`src/rtl/apb_master.sv`:
```
// APB requester that turns one local command into a SETUP/ACCESS transfer with a one-cycle response pulse.
// Define APB_MASTER_TIMEOUT_EN to abort transfers stalled in ACCESS for TIMEOUT_CYCLES wait cycles.
module apb_master #(
    parameter int ADDR_WIDTH     = 32,
    parameter int DATA_WIDTH     = 32,
    parameter int TIMEOUT_CYCLES = 16
) (
    input  logic                  PCLK,
    input  logic                  PRESET,
    input  logic                  cmd_valid,
    output logic                  cmd_ready,
    input  logic                  cmd_write,
    input  logic [ADDR_WIDTH-1:0] cmd_addr,
    input  logic [DATA_WIDTH-1:0] cmd_wdata,
    output logic                  rsp_valid,
    output logic [DATA_WIDTH-1:0] rsp_rdata,
    output logic                  rsp_err,
    output logic                  PSEL,
    output logic                  PENABLE,
    output logic                  PWRITE,
    output logic [ADDR_WIDTH-1:0] PADDR,
    output logic [DATA_WIDTH-1:0] PWDATA,
    input  logic [DATA_WIDTH-1:0] PRDATA,
    input  logic                  PREADY,
    input  logic                  PSLVERR
);

    localparam logic [1:0] ST_IDLE   = 2'd0;
    localparam logic [1:0] ST_SETUP  = 2'd1;
    localparam logic [1:0] ST_ACCESS = 2'd2;

    logic [1:0] state;

    // Acceptance is only possible in IDLE, so nothing can be queued behind a live transfer.
    assign cmd_ready = (state == ST_IDLE);

`ifdef APB_MASTER_TIMEOUT_EN
    localparam int CNT_W = $clog2(TIMEOUT_CYCLES + 1);

    logic [CNT_W-1:0] timeout_cnt;
    logic             timeout_hit;

    // The edge that would bring the count to TIMEOUT_CYCLES is the abort edge.
    assign timeout_hit = !PREADY && (timeout_cnt == CNT_W'(TIMEOUT_CYCLES - 1));

    always_ff @(posedge PCLK) begin
        if (PRESET) begin
            timeout_cnt <= '0;
        end else if (state == ST_SETUP) begin
            timeout_cnt <= '0;
        end else if (state == ST_ACCESS && !PREADY) begin
            timeout_cnt <= timeout_cnt + 1'b1;
        end
    end
`endif

    // NOTE: all state here is updated with non-blocking assignments so every
    // register samples pre-edge values, matching real flop behaviour.
    always_ff @(posedge PCLK) begin
        if (PRESET) begin
            state     <= ST_IDLE;
            PSEL      <= 1'b0;
            PENABLE   <= 1'b0;
            PWRITE    <= 1'b0;
            PADDR     <= '0;
            PWDATA    <= '0;
            rsp_valid <= 1'b0;
            rsp_rdata <= '0;
            rsp_err   <= 1'b0;
        end else begin
            rsp_valid <= 1'b0;
            case (state)
                ST_IDLE: begin
                    if (cmd_valid) begin
                        state  <= ST_SETUP;
                        PSEL   <= 1'b1;
                        PWRITE <= cmd_write;
                        PADDR  <= cmd_addr;
                        PWDATA <= cmd_wdata;
                    end
                end
                ST_SETUP: begin
                    state   <= ST_ACCESS;
                    PENABLE <= 1'b1;
                end
                ST_ACCESS: begin
                    if (PREADY) begin
                        state     <= ST_IDLE;
                        PSEL      <= 1'b0;
                        PENABLE   <= 1'b0;
                        rsp_valid <= 1'b1;
                        rsp_err   <= PSLVERR;
                        rsp_rdata <= PWRITE ? '0 : PRDATA;
                    end
`ifdef APB_MASTER_TIMEOUT_EN
                    else if (timeout_hit) begin
                        state     <= ST_IDLE;
                        PSEL      <= 1'b0;
                        PENABLE   <= 1'b0;
                        rsp_valid <= 1'b1;
                        rsp_err   <= 1'b1;
                        rsp_rdata <= '0;
                    end
`endif
                end
                default: begin
                    state   <= ST_IDLE;
                    PSEL    <= 1'b0;
                    PENABLE <= 1'b0;
                end
            endcase
        end
    end

endmodule

```
`config.mk`:
```
export PLATFORM = sky130hd
export DESIGN_NAME = apb_master
export DESIGN_NICKNAME = d
export VERILOG_FILES = /design/src/rtl/apb_master.sv
export SDC_FILE = /design/constraint.sdc
export NUM_CORES = 1
export LEC_CHECK = 0
export CAP_MARGIN = 10
export CORE_MARGIN = 5
export CORE_UTILIZATION = 42
export DETAILED_ROUTE_END_ITERATION = 16
export PLACE_DENSITY = 0.8
export SYNTH_ARGS = -nofsm -noshare
export SYNTH_HDL_FRONTEND = slang
export SYNTH_SLANG_ARGS = --single-unit
```
`constraint.sdc`:
```
create_clock -name PCLK -period 1.4 [get_ports PCLK]
set_input_delay 0.35 -clock PCLK [delete_from_list [all_inputs] [get_ports PCLK]]
set_output_delay 0.35 -clock PCLK [all_outputs]
set_load 0.02 [all_outputs]
```
# Word level (Yosys, flattened, before mapping)
# Index checks and enable logic that the tools add are counted.
# op_classes
add_sub_neg,0
n_lt_le_gt_ge,0
reduce_logical,7
shift,0
div_mod_pow,0
multipliers,0
n_bitwise,3
n_eq_ne,4
muxes,9
# op_table
op,n
$mux 32,1
$reduce_and 2->1,4
$pmux 1 s3,2
$pmux 2 s3,1
$mux 2,2
$ne 2x2->1 const B,2
$mux 1,3
$not 1->1,3
$reduce_and 3->1,1
$eq 2x1->1 const B,1
$eq 2x2->1 const B,1
$logic_not 2->1,1
$reduce_or 2->1,1
# totals
mem_count,0
in_bits,102
latchBits,0
ff_bits,103
word_cells,32
output_inout_bits,102
mem_bits_rw,0
romBits,0

# Longest topological paths before layout
# depth
ltp_word,3
depth_mapped,4
depth_no_buf,2

# Worst setup path before layout
# No wires, ideal clock.
# synth_path
kind,reg-to-reg
startpoint,reg state[1]
endpoint,reg PADDR[23]
required_time_ns,1.328
arrival_time_ns,1.147
path_slack_ns,0.181
setup_ns,0.072
n_path_buf,2
path_stages_with_launch,5
synth_period_minus_slack_ns,1.219
path_cell_list,dfxtp_1 -> nor3b_2 -> buf_4 -> buf_4 -> mux2i_1
# synth_via
elab_chain_cells,2
# synth_rtl
element,line,rtl
"start, declared",32,logic [1:0] state;
"start signal, assigned",61,state <= ST_IDLE;
"start signal, assigned",75,state <= ST_SETUP;
"start signal, assigned",83,state <= ST_ACCESS;
$logic_not 2->1,72,case (state)
$reduce_and 2->1 (no source line),--,
"end signal, assigned",78,PADDR <= cmd_addr;
"end, declared",21,"output logic [ADDR_WIDTH-1:0] PADDR,"
# Every way passes these cells.
# A chain may end at the register's enable or synchronous reset.

# Final worst setup path
# layout_path
startpoint,reg PWDATA[25]
endpoint,out PWDATA[25]
# layout_lines
element,line,rtl
"start, declared",22,"output logic [DATA_WIDTH-1:0] PWDATA,"
"start signal, assigned",79,PWDATA <= cmd_wdata;
# No word-level cell between the ends.

==> impl_metrics.env <==
export IMPL_status="completed"
export IMPL_setup_viol=0
export IMPL_fin_skew_ps=15.2
export IMPL_max_stage_delay_ps=350
export IMPL_hold_class="flip-flop to flip-flop"
export IMPL_holdWs_ps=474
export IMPL_cts_sinks=103
export IMPL_crit_path_end_kind="output pin"
export IMPL_ys_top_cells_by_count="166 x nand2b_1, 103 x dfxtp_1, 98 x mux2i_1"
export IMPL_drv_cap=0
export IMPL_r2r_setup_slack_ps=80
export IMPL_reg2regPathDepth=5
export IMPL_ant_nets=0
export IMPL_hold_depth=2
export IMPL_ys_async_sr_fraction_pct=0
export IMPL_drive_above_1_share_pct=19.1
export IMPL_route_detailed_wl_per_inst_um=14.5
export IMPL_clk_latency_ps=350
export IMPL_die_area_sq_um=13200
export IMPL_post_place_ws_ps=-304
export IMPL_die_y_um=115
export IMPL_place_detailed_hpwl_mm=8.71
export IMPL_worstMarginPinSlew_ps=275
export IMPL_vias=3701
export IMPL_n_antenna_cell=0
export IMPL_syn_cell_area_sq_um=4620
export IMPL_cts_root_buf="clkbuf_8"
export IMPL_synth_edf_count=0
export IMPL_cts_resized=215
export IMPL_grt_overflow_total=0
export IMPL_gp_congestion=0.777
export IMPL_ys_seq_elements=103
export IMPL_yosysTopAreaCell="dfxtp_1"
export IMPL_pwr_share_seq_pct=50.1
export IMPL_clock_fmax_ghz=0.741
export IMPL_grt_pass1_vias=3807
export IMPL_via_per_inst=4.68
export IMPL_cts_max_level=3
export IMPL_yosys_top_cells_area="dfxtp_1 45%, nand2b_1 22%, mux2i_1 21%"
export IMPL_final_cell_area_sq_um=6810
export IMPL_worst_path_buf_inv=1
export IMPL_power_density_nw_per_um2=934
export IMPL_p_sw_share_pct=26.6
export IMPL_combPwrFrac_pct=21.3
export IMPL_r2r_start="state[1]"
export IMPL_finalSetupTns_ps=0
export IMPL_ys_warn_count=0
export IMPL_crit_path_start_kind="flip-flop"
export IMPL_cts_inserted_buffers=9
export IMPL_switchingPower_mw=1.69
export IMPL_start_util_pct=42.8
export IMPL_crit_cells=1
export IMPL_synth_top_area_share_pct=44.7
export IMPL_postCtsHoldBufs=0
export IMPL_grt_setup_unrepaired="yes"
export IMPL_syn2layout_area_growth_pct=47.5
export IMPL_cpLargestDelayFamily="flip-flops"
export IMPL_synthesis_nets=549
export IMPL_ir_worst_vdd_v=0.000527
export IMPL_slew_headroom_pct=81.7
export IMPL_drt_iter0_markers=132
export IMPL_io_pins=204
export IMPL_cts_tree="built"
export IMPL_crit_start="PWDATA[25]"
export IMPL_seqCellArea_sq_um=2060
export IMPL_critPathKind="flip-flop to output pin"
export IMPL_crit_fanout=2
export IMPL_hp_start="PSEL"
export IMPL_route_detailed_drc=0
export IMPL_maxSlewViolCount=0
export IMPL_ys_types=17
export IMPL_worst_r2r_endpoint="PADDR[18]"
export IMPL_post_cts_buffers=0
export IMPL_postSynthCellCount=447
export IMPL_grt_max_degree=85
export IMPL_p_int_mw=4.67
export IMPL_finalHoldViolCount=0
export IMPL_yosysSeqAreaShare_pct=44.7
export IMPL_period_needed_ps=1350
export IMPL_grt_usage_pct=16.9
export IMPL_setup_ws_ps=50.1
export IMPL_post_synth_cell_area_avg_sq_um=10.3
export IMPL_dr_pass1_iters=4
export IMPL_io_buffers=203
export IMPL_hold_path_end="PSEL"
export IMPL_die_w_um=115
export IMPL_clkTransAtPathRegs_ps=90
export IMPL_leakage_nw=2.74
export IMPL_grt_first_pass_wirelength_mm=18.3
export IMPL_multi_input_area_sq_um=2380
export IMPL_crit_required_ps=1050
export IMPL_core_sq_um=10800
export IMPL_place_area_sq_um=6900
export IMPL_rows=38
export IMPL_totalWireLength_mm=11.5
export IMPL_synth_most_common_cell="nand2b_1"
export IMPL_grt_antenna_before_repair=0
export IMPL_nets=747
export IMPL_slowest_stage="dfxtp_1"
export IMPL_n_fill_cell=916
export IMPL_finalCritPeriodShare_pct=96.4
export IMPL_synth_flop_cell="dfxtp_1"
export IMPL_cp_arrival_ps=1000
export IMPL_cts_buffer_depth=2
export IMPL_p_clk_share_pct=28.6
export IMPL_path_cells="clkdlybuf4s15_1"
kinds of logic (layout without fill, tap and decap cells):
| logic type | Yosys count | count (layout) | share of synthesized area [%] |
|---|---|---|---|
| buffers and inverters | 37 | 240 | 3.85 |
| multiplexers | 98 | 98 | 21.3 |
| AND/OR/NAND/NOR | 206 | 206 | 29.8 |
| flip-flops | 103 | 103 | 44.7 |
| AO/OA/AOI/OAI | 3 | 3 | 0.461 |
placed cells by master, fill, tap and decap left out, types with 2 or more instances in the layout:
cell | Yosys | layout
dfxtp_1 | 103 | 102
clkbuf_2 | 0 | 62
nor2_1 | 2 | 2
buf_4 | 5 | 13
mux2i_1 | 98 | 98
clkdlybuf4s50_1 | 0 | 100
clkdlybuf4s15_2 | 0 | 22
clkdlybuf4s15_1 | 0 | 16
clkbuf_1 | 25 | 2
and2_1 | 2 | 2
clkinvlp_4 | 0 | 2
or3b_1 | 33 | 33
nand2b_1 | 166 | 166
clkbuf_8 | 0 | 9
buf_2 | 4 | 2
buf_12 | 0 | 7
registers in the layout, indices dropped and copies added (netlist names):
| signal | count |
|---|---|
| PWDATA | 32 |
| state | 2 |
| rsp_err | 1 |
| rsp_valid | 1 |
| PWRITE | 1 |
| PSEL | 1 |
| rsp_rdata | 32 |
| PENABLE | 1 |
| PADDR | 32 |
routing by layer:
layer  vias to the layer above  wire (um)  GRT usage, %
met2                       128       5450          27.8
met1                      1674       4640          20.1
li1                       1881          -             -
met3                        18       1170          6.68
met5                         -          0             0
met4                         0        210          5.87
metrics by stage:
| stage | instances | util (%) | power (mW) |
|---|---|---|---|
| floorplan | 447 | - | 3.95 |
| global placement | 774 | 64.0 | 4.71 |
| detailed placement | 774 | 64.0 | 4.74 |
| CTS | 790 | 65.8 | 6.49 |
| global route | 790 | 63.1 | 6.67 |
| finish | 790 | 63.1 | 6.36 |
power groups by stage:
stage	logic [mW]	registers [mW]	clock network, mW
finish	1.35	3.19	1.82
global route	1.45	3.21	2.01
CTS	1.41	3.19	1.89
detailed placement	1.49	3.25	0
global placement	1.46	3.25	0
floorplan	0.510	3.44	0
layout make-up:
class / instances / area share [%]
Tap cell: 140 / 2.57
Clock buffer: 11 / 1.93
Timing Repair Buffer: 223 / 29.3
Multi-Input combinational cell: 307 / 35.0
Sequential cell: 103 / 30.3
Inverter: 1 / 0.0551
Clock inverter: 5 / 0.863
worst max path at each step:
stage                     slack [ps]    endpoint
final                             50  PWDATA[25]
after global routing              -3   PADDR[17]
after CTS                        0.2  PWDATA[17]
after detailed placement        -300   PADDR[19]
after global placement          -270   PADDR[21]
after floorplan                  180   PADDR[23]
Note: power is estimated with default switching activity, not from simulation.
==> RTL edit: new RTL, same flow settings <==
Change the parameter `ADDR_WIDTH` from 32 to 16.
--- a/src/rtl/apb_master.sv
+++ b/src/rtl/apb_master.sv
@@ -3,3 +3,3 @@
 module apb_master #(
-    parameter int ADDR_WIDTH     = 32,
+    parameter int ADDR_WIDTH     = 16,
     parameter int DATA_WIDTH     = 32,
Ports: changed (resized PADDR and cmd_addr); port bits go from 204 to 172. No check against the original RTL was run, so the function may have changed too.
==> RTL edit against the unedited design <==
Area after synthesis fell by 14%; final area decreased by 14%; wire length down 14%; combinational power down 20%; critical path depth stayed put; fmax is 0.81% lower; sequential cell count is 16 lower; first-iteration DRC count shrank 58%; setup slack worse by 0.011 ns; power is 13% lower; via count fell by 15%; die area down 13%.
==> RTL edit: results (changes against the unedited design) <==
Layout
  – NonClk Buf Share: 29.1% (-0.20 points)
  – ClkCell Share: 3.58% (+0.79 points)
  – Clkbuf count: 12 (+1)
  – Share of cells above drive strength 1: 14.1% (-4.9 points)
  – Final #Nets: 633 (-15%)
  – Fraction of area in multi-input gates: 34.6% (-0.38 points)
  – Sequential share of cell area: 29.9% (-0.42 points)
  – Filler Cell Count: 797 (-13%)
  – Non-CTS buffers: 189 (-15%)
  – Biggest regs: PWDATA x32, rsp_rdata x32, PADDR x16

Routing
  – Total wire length: 9850 µm (-14%)
  – Initial DRC count: 55 (-58%)
  – Routed wl met2: 4890 µm (-10%)
  – DR WL met3: 583 µm (-50%)
  – Met1 WL: 4170 µm (-10%)

Placed design
  – Routability cong.: 0.755 (-2.9%)
  – Post-Place Cell Area: 5830 µm² (-16%)
  – Number of port buffers: 171 (-16%)
  – Post-Place Setup Slack: -0.234 ns (+0.0696 ns)
  – Post-DP HPWL: 7500 µm (-14%)

STA
  – Slew margin rel.: 74.4% (-7.3 points)

Global routing
  – Grt met3 use: 4.76% (-1.9 points)
  – Met2 Use GR: 29.1% (+1.3 points)
  – Met1 Usage GRT: 21.2% (+1.1 points)
  – Vias in the first global route: 3178 (-17%)
  – GRT Overall Usage: 17.3% (+0.45 points)
  – First-pass GRT wire length: 16000 µm (-12%)
  – Pin count of the biggest net entering global routing: 57 (-33%)

Yosys
  – Post-synth top cells: 133 x nand2b_1, 87 x dfxtp_1, 82 x mux2i_1
  – #FFs+latches synth: 87 (-16%)
  – Synthesis Warnings: 0 (unchanged)
  – Synth cell types: 19 (+2)
  – Synth Area per Inst: 10.5 µm² (+1.7%)
  – Syn_nets: 464 (-15%)
  – Sequential element share of the synthesized area: 43.9% (-0.82 points)
  – Ranking of synthesized cells by area: dfxtp_1 44%, nand2b_1 21%, mux2i_1 21%, or3b_1 7.1%, clkbuf_1 1.8%

Outcome
  – Status: finished clean

Pwr
  – Sw Pwr: 1430 µW (-16%)
  – Leak Pwr: 0.00235 µW (-14%)

Hold path
  – Worst hold-check path type: in2reg

Floorplan
  – Core area: 9240 µm² (-14%)
-- RTL edit: worst paths after layout --
path / from / to / slack (ns) / depth (start not counted)
worst max-delay path: rsp_rdata[10] / rsp_rdata[10] / 0.04 / 1
worst min-delay path: PRESET / rsp_rdata[28] / 0.42 / 3
worst max register to register: state[1] / PADDR[12] / 0.10 / 4
worst min register to register: PSEL / PSEL / 0.47 / 2
-- RTL edit: power by group through the flow --
stage	Sequential (µW)	Combinational [µW]	Clock, µW
after floorplan	2890	441	0
after global placement	2730	1170	0
after detailed placement	2730	1190	0
after CTS	2680	1120	1850
after global routing	2690	1170	1950
final	2680	1080	1790
-- RTL edit: cell families after synthesis --
logic type      count (synthesis)  synth area share, %
mux                            82                 20.7
simple gates                  174                 29.5
flops                          87                 43.9
compound gates                  3                0.536
buf+inv                        32                 5.48
-- RTL edit: timing repair --
item,in CTS,in global routing
pin swaps,0,0
setup endpoints to repair,86,75
resized for setup,110,99
